File: src/rtl/mem_stall_ctrl.sv
// mem_stall_ctrl: issue-side controller for multi-cycle data-memory accesses.
// It latches a load/store from the MEM stage and stalls the pipeline while the
// access runs. It drives the wait-state counter's go input and watches its
// change output. A one-cycle ack, with err set on timeout, ends each access.
// Optional feature: define STALL_STATS_EN to add the 16-bit stall_cnt output,
// a saturating count of the cycles in which stall was asserted.
module mem_stall_ctrl #(
    parameter int ADDR_W  = 32,
    parameter int DATA_W  = 32,
    parameter int TIMEOUT = 15
) (
    input  logic              clk,
    input  logic              rst,
    input  logic              mem_req,
    input  logic              mem_we,
    input  logic [ADDR_W-1:0] mem_addr,
    input  logic [DATA_W-1:0] mem_wdata,
    input  logic              change,
    output logic              go,
    output logic              stall,
    output logic              ack,
    output logic              err,
    output logic              lat_we,
    output logic [ADDR_W-1:0] lat_addr,
`ifdef STALL_STATS_EN
    output logic [DATA_W-1:0] lat_wdata,
    output logic [15:0]       stall_cnt
`else
    output logic [DATA_W-1:0] lat_wdata
`endif
);

    localparam int TC_W = $clog2(TIMEOUT) + 1;
    localparam logic [TC_W-1:0] TC_LAST = TC_W'(TIMEOUT - 1);

    localparam logic [1:0] S_IDLE = 2'd0;
    localparam logic [1:0] S_WAIT = 2'd1;
    localparam logic [1:0] S_DONE = 2'd2;

    logic [1:0]      state;
    logic [TC_W-1:0] tcnt;
    logic            err_q;

    // Access sequencing: accept and latch in IDLE, wait for change or timeout, then ack once.
    always_ff @(posedge clk or posedge rst) begin
        if (rst) begin
            state     <= S_IDLE;
            tcnt      <= '0;
            err_q     <= 1'b0;
            lat_we    <= 1'b0;
            lat_addr  <= '0;
            lat_wdata <= '0;
        end else begin
            case (state)
                S_IDLE: begin
                    if (mem_req) begin
                        lat_we    <= mem_we;
                        lat_addr  <= mem_addr;
                        lat_wdata <= mem_wdata;
                        tcnt      <= '0;
                        state     <= S_WAIT;
                    end
                end
                S_WAIT: begin
                    // change has priority, so a completion on the final allowed cycle is not an error
                    if (change) begin
                        err_q <= 1'b0;
                        state <= S_DONE;
                    end else if (tcnt == TC_LAST) begin
                        err_q <= 1'b1;
                        state <= S_DONE;
                    end else begin
                        tcnt <= tcnt + 1'b1;
                    end
                end
                S_DONE: begin
                    err_q <= 1'b0;
                    state <= S_IDLE;
                end
                default: begin
                    err_q <= 1'b0;
                    state <= S_IDLE;
                end
            endcase
        end
    end

    // go comes straight from the state register. Dropping it in DONE lets the wait-state counter reload.
    assign go    = (state == S_WAIT);
    assign ack   = (state == S_DONE);
    assign err   = err_q;
    // stall is low in DONE, so the pipeline advances at the end of the ack cycle
    assign stall = ((state == S_IDLE) && mem_req) || (state == S_WAIT);

`ifdef STALL_STATS_EN
    // Saturating count of stalled cycles
    always_ff @(posedge clk or posedge rst) begin
        if (rst) begin
            stall_cnt <= '0;
        end else if (stall && (stall_cnt != 16'hFFFF)) begin
            stall_cnt <= stall_cnt + 16'd1;
        end
    end
`endif

endmodule

File: config.mk
export PLATFORM = sky130hd
export DESIGN_NAME = mem_stall_ctrl
export DESIGN_NICKNAME = d
export VERILOG_FILES = /design/src/rtl/mem_stall_ctrl.sv
export SDC_FILE = /design/constraint.sdc
export NUM_CORES = 1
export LEC_CHECK = 0
export CORE_MARGIN = 4
export CORE_UTILIZATION = 37
export CTS_CLUSTER_SIZE = 12
export DETAILED_ROUTE_END_ITERATION = 10
export PLACE_DENSITY_LB_ADDON = 0.15
export SYNTH_ARGS = -nofsm -noshare
export SYNTH_HDL_FRONTEND = slang
export SYNTH_SLANG_ARGS = --single-unit
File: constraint.sdc
create_clock -name clk -period 2.3 [get_ports clk]
set_input_delay 0.575 -clock clk [delete_from_list [all_inputs] [get_ports clk]]
set_output_delay 0.575 -clock clk [all_outputs]
set_load 0.01 [all_outputs]
# Yosys cells after proc, flatten, opt, wreduce, memory -nomap -nowiden
# Index checks and enable logic that the tools add are counted.
# totals
ff_bits	73
inputBits	69
output_inout_bits	69
elab_cells	34
# classes
n_addsub	1
n_eq_ne	7
muxes	11
bitwise	1
reduce_logical	8
# ops
operator	n
2-to-1 mux 5 bit	3
case mux 5 bit (2 select lines)	1
2-to-1 mux 2 bit	3
!= test 2 bit, second input constant	3
AND reduction 2 bit	3
adder 5 x 1 -> 5 bit, second input constant	1
equality test 5 x 4 -> 1 bit, second input constant	1
case mux 2 bit (2 select lines)	1
AND reduction 4 bit	1
!= test 3 x 2 -> 1 bit, second input constant	1
equality test 2 x 1 -> 1 bit, second input constant	1
equality test 2 bit, second input constant	1
zero test 2 bit	1
2-to-1 mux 1 bit	2
case mux 1 bit (2 select lines)	1
nonzero test 2 bit	1
logical AND 1 bit	1
logical OR 1 bit	1
inverter 1 bit	1

# Depth between registers and ports, before layout
# Gate-level depths: netlist of the first run.
# logic_depth
word_depth	4
depth_mapped	5
depth_no_buf	5

# Worst setup path after synthesis of the first run
# No wires, ideal clock.
# synth_path
path_kind	input to register
start	input port mem_req
end	register tcnt[4]
setup_ns	0.135
arrival_time_ns	1.329
path_slack_ns	0.836
stages	5
path_buffers	2
path_cell_list	or3b_1 -> buf_2 -> buf_6 -> o311ai_1 -> o31ai_1
# synth_between
elab_chain_len	2
# synth_rtl
element	line_no	text
start, declared	14	input logic mem_req,
!= test 2 bit (no line)	-	
AND reduction 4 bit (no line)	-	
end signal, assigned	73	tcnt <= tcnt + 1'b1;
end, declared	41	logic [TC_W-1:0] tcnt;
# Every way passes these cells.
# A chain may end at the register's enable or synchronous reset.

# Worst setup path after layout of the first run
# layout_path
start	register state[1]
end	output port go
# layout_between
elab_chain_len	1
# layout_rtl
element	line_no	text
start, declared	40	logic [1:0] state;
start signal, assigned	47	state <= S_IDLE;
start signal, assigned	61	state <= S_WAIT;
start signal, assigned	68	state <= S_DONE;
equality test 2 x 1 -> 1 bit	89	assign go = (state == S_WAIT);
end, declared	19	output logic go,
# Every way passes these cells.

==> results of run 1 <==
-- cell usage after synthesis (2+ instances only) --
library cell,n
mux2i_1,3
nand2_1,200
a21oi_1,2
o22ai_1,2
ha_1,2
dfrtp_1,73
nor2_1,5
nand3_1,2
inv_1,4
nor3b_1,2
buf_2,13
-- worst reg2reg max path, stage by stage (launching register included) --
cell      delay, ns
dfrtp_1        0.47
or3b_2         0.55
buf_4          0.24
o311ai_1       0.10
o31ai_1        0.11
-- layout by cell type (no fill, tap or decap), types with 2 or more instances in the layout --
cell type and n:
mux2i_1 3, nand2_1 200, clkinvlp_4 2, clkdlybuf4s50_1 136
bufinv_16 3, a21oi_1 2, nand3_1 2, buf_12 3
o22ai_1 2, inv_1 3, clkbuf_8 10, dfrtp_1 73
nor2_1 5, buf_4 5, ha_1 2
-- final cells by class --
type                    instances  area (um^2)  share of cell area
well taps                      99          124              0.0267
multi-input cells             228          962               0.207
repair buffers                145         1470               0.317
inverters                       4         18.8             0.00404
clock inverters                 5          103              0.0221
flip-flops and latches         73         1830               0.393
clock buffers                  11          141              0.0304
-- sequential cells by signal, indices dropped and copies added (netlist names) --
name	flops
lat_we	1
lat_wdata	32
err	1
lat_addr	32
state	2
tcnt	5
-- per-stage QoR --
| step | cell area, um^2 | setup TNS (ns) | hold slack, ns |
|---|---|---|---|
| CTS | 4640 | 0 | 0.481 |
| global placement | 4400 | -0.00412 | 0.456 |
| finish | 4650 | 0 | 0.476 |
| floorplan | 2880 | 0 | 0.445 |
| global route | 4650 | 0 | 0.504 |
| detailed placement | 4400 | 0 | 0.462 |
-- power groups by stage --
stage,Combinational (mW),Sequential [mW],Clock (mW)
3_5_place_dp,2.20,2.11,0
2_1_floorplan,0.650,2.32,0
4_1_cts,2.21,2.09,1.25
6_report,2.16,2.09,1.22
3_3_place_gp,2.17,2.09,0
5_1_grt,2.39,2.17,1.32
-- cell families after synthesis --
logic type / synth area share
AND/OR/NAND/NOR: 0.296
multiplexers: 0.0104
AO/OA/AOI/OAI: 0.0161
buffers and inverters: 0.0331
flip-flops: 0.636
adder cells (fa/ha/maj): 0.00871
-- worst min path at each step --
stage | end | slack, ns | cells past startpoint
final | lat_addr[22] | 0.48 | 2
after global routing | lat_addr[2] | 0.50 | 2
after CTS | lat_addr[31] | 0.48 | 2
after detailed placement | lat_addr[22] | 0.46 | 2
after global placement | lat_addr[31] | 0.46 | 2
after floorplan | tcnt[4] | 0.44 | 1
-- metal layers --
layer | routed length (um) | vias up
li1 | - | 1262
met1 | 3180 | 1155
met2 | 3310 | 105
met3 | 855 | 8
met4 | 106 | 0
met5 | 0 | -
==> run metrics, run 1 <==
status=complete, no violations; Hold Crit Class=register to register; Mean Syn Cell Area=8.98 um^2; final period utilization=0.936; H-tree Lvls=3; Synth cell types=23; worst-path maximum fanout=8; launch point of the worst hold path=lat_addr[22]; switching share of power=0.315; slowest cell delay on critical path=0.53 ns; CTS Buf Count=9; Post CTS Setup Buffer Count=0; first-pass GRT wire length=11.8 mm; CTS tree=built; startpoint class of the critical path=register; Final Max Slew Viols=0; Fin. Hold Viols=0; area leader, netlist=dfrtp_1; total track usage=0.166; met1 GRT Util=0.206; final core utilization=0.627; number of synthesized register bits=73; vias in the first global route=2450; critical path's slowest cell=clkdlybuf4s50_1; GR Overflow Total=0; critical path's top delay family=buffers and inverters; # IOs=138; Final nets=532; routed wire length=7.45 mm; CP startpoint=state[1]; initial antenna violation count=0; max_cap viols=0; Area Growth Syn to Fin=61.7%; Yosys warnings=0; clk slew on worst S/H paths=0.08 ns; clock skew=0.00792 ns; WP data required=1.73 ns; Synth Cell Area=2870 um^2; Core Footprint=7410 um^2; Setup CP Type=register to primary output; depth of the most critical reg-to-reg path=4; Rows=31; worst reg2reg endpoint=tcnt[4]; dominant synthesized flop cell=dfrtp_1; routability cong.=0.705; Pwr Total=5.47 mW; ant diodes=0; Final ANT Viol Nets=0; Buffers on Ports=137; Initial Util=0.388; Clock Tree Buf Depth=2; Post-synth ARST share=1.00; sequential share of the synthesized area=0.636; synth top area cells=dfrtp_1 (64%), nand2_1 (26%), buf_2 (2.3%); Post-synth EDFFs=0; Synth top area share=0.636; Cell Int Power=3.75 mW; Iter 0 DRT Violations=104; Crit Reg-Reg Startpoint=state[0]; routing usage on met3=0.0727; post-CTS sizing=0; Max-slew headroom=0.655; fill count=644; clock sink count=73; DR vias/cell=4.48; DP HPWL=5.34 mm; DP Worst Slack=0.00178 ns; Post-Layout Cell Count=565; grt met2 use=0.261; PD cells=1180 nW/um^2; clock network power share=0.222; WP buf/inv=2; wire per inst=13.2 um; hold_buf cts=0; RSZ-0062 raised after global routing=no; Critical Path AT=1.58 ns; Clock Tree Root=clkbuf_8; switching power=1.72 mW; vias=2530; Comb pwr share=0.395; highest clock rate=464 MHz; Synthesized Nets=391; Die Y-Extent=96.1 um; Clk Latency, worst-skew pair=0.33 ns; post-layout min period=2.15 ns; Remaining DRCs=0; worst vdd ir=0.000518 V; proportion of power drawn by flip-flops and latches=0.383; drt pass-1 iters=4; die area=9240 um^2; CP endpoint kind=primary output; flop2flop setup slack=0.69 ns; Most Crowded Layer GR=met2; Die W=96.1 um; setup ws final=0.146 ns; final setup violation count=0; Lkg Pwr=2.28 nW; largest net degree at the start of global routing=66; worst-path cell chain=nand2b_4, inv_1, clkdlybuf4s50_1; Slew @ Worst Pin=0.516 ns; share of cells above drive strength 1=0.0601; Cells after Synth=320; placed insts=549; critical path depth in cells=3; Worst Setup EP=go
Power figures use the tool's default switching activity.
==> run 2, diff against run 1 <==
- SKIP_CTS_REPAIR_TIMING: not set -> 1
==> results of run 2 <==
No change in the layout: final DEF, timing and power equal those of run 1.
==> run 3, diff against run 2 <==
- CTS_CLUSTER_SIZE: 12 -> not set
==> results of run 3 <==
No change in the layout: final DEF, timing and power equal those of run 1.
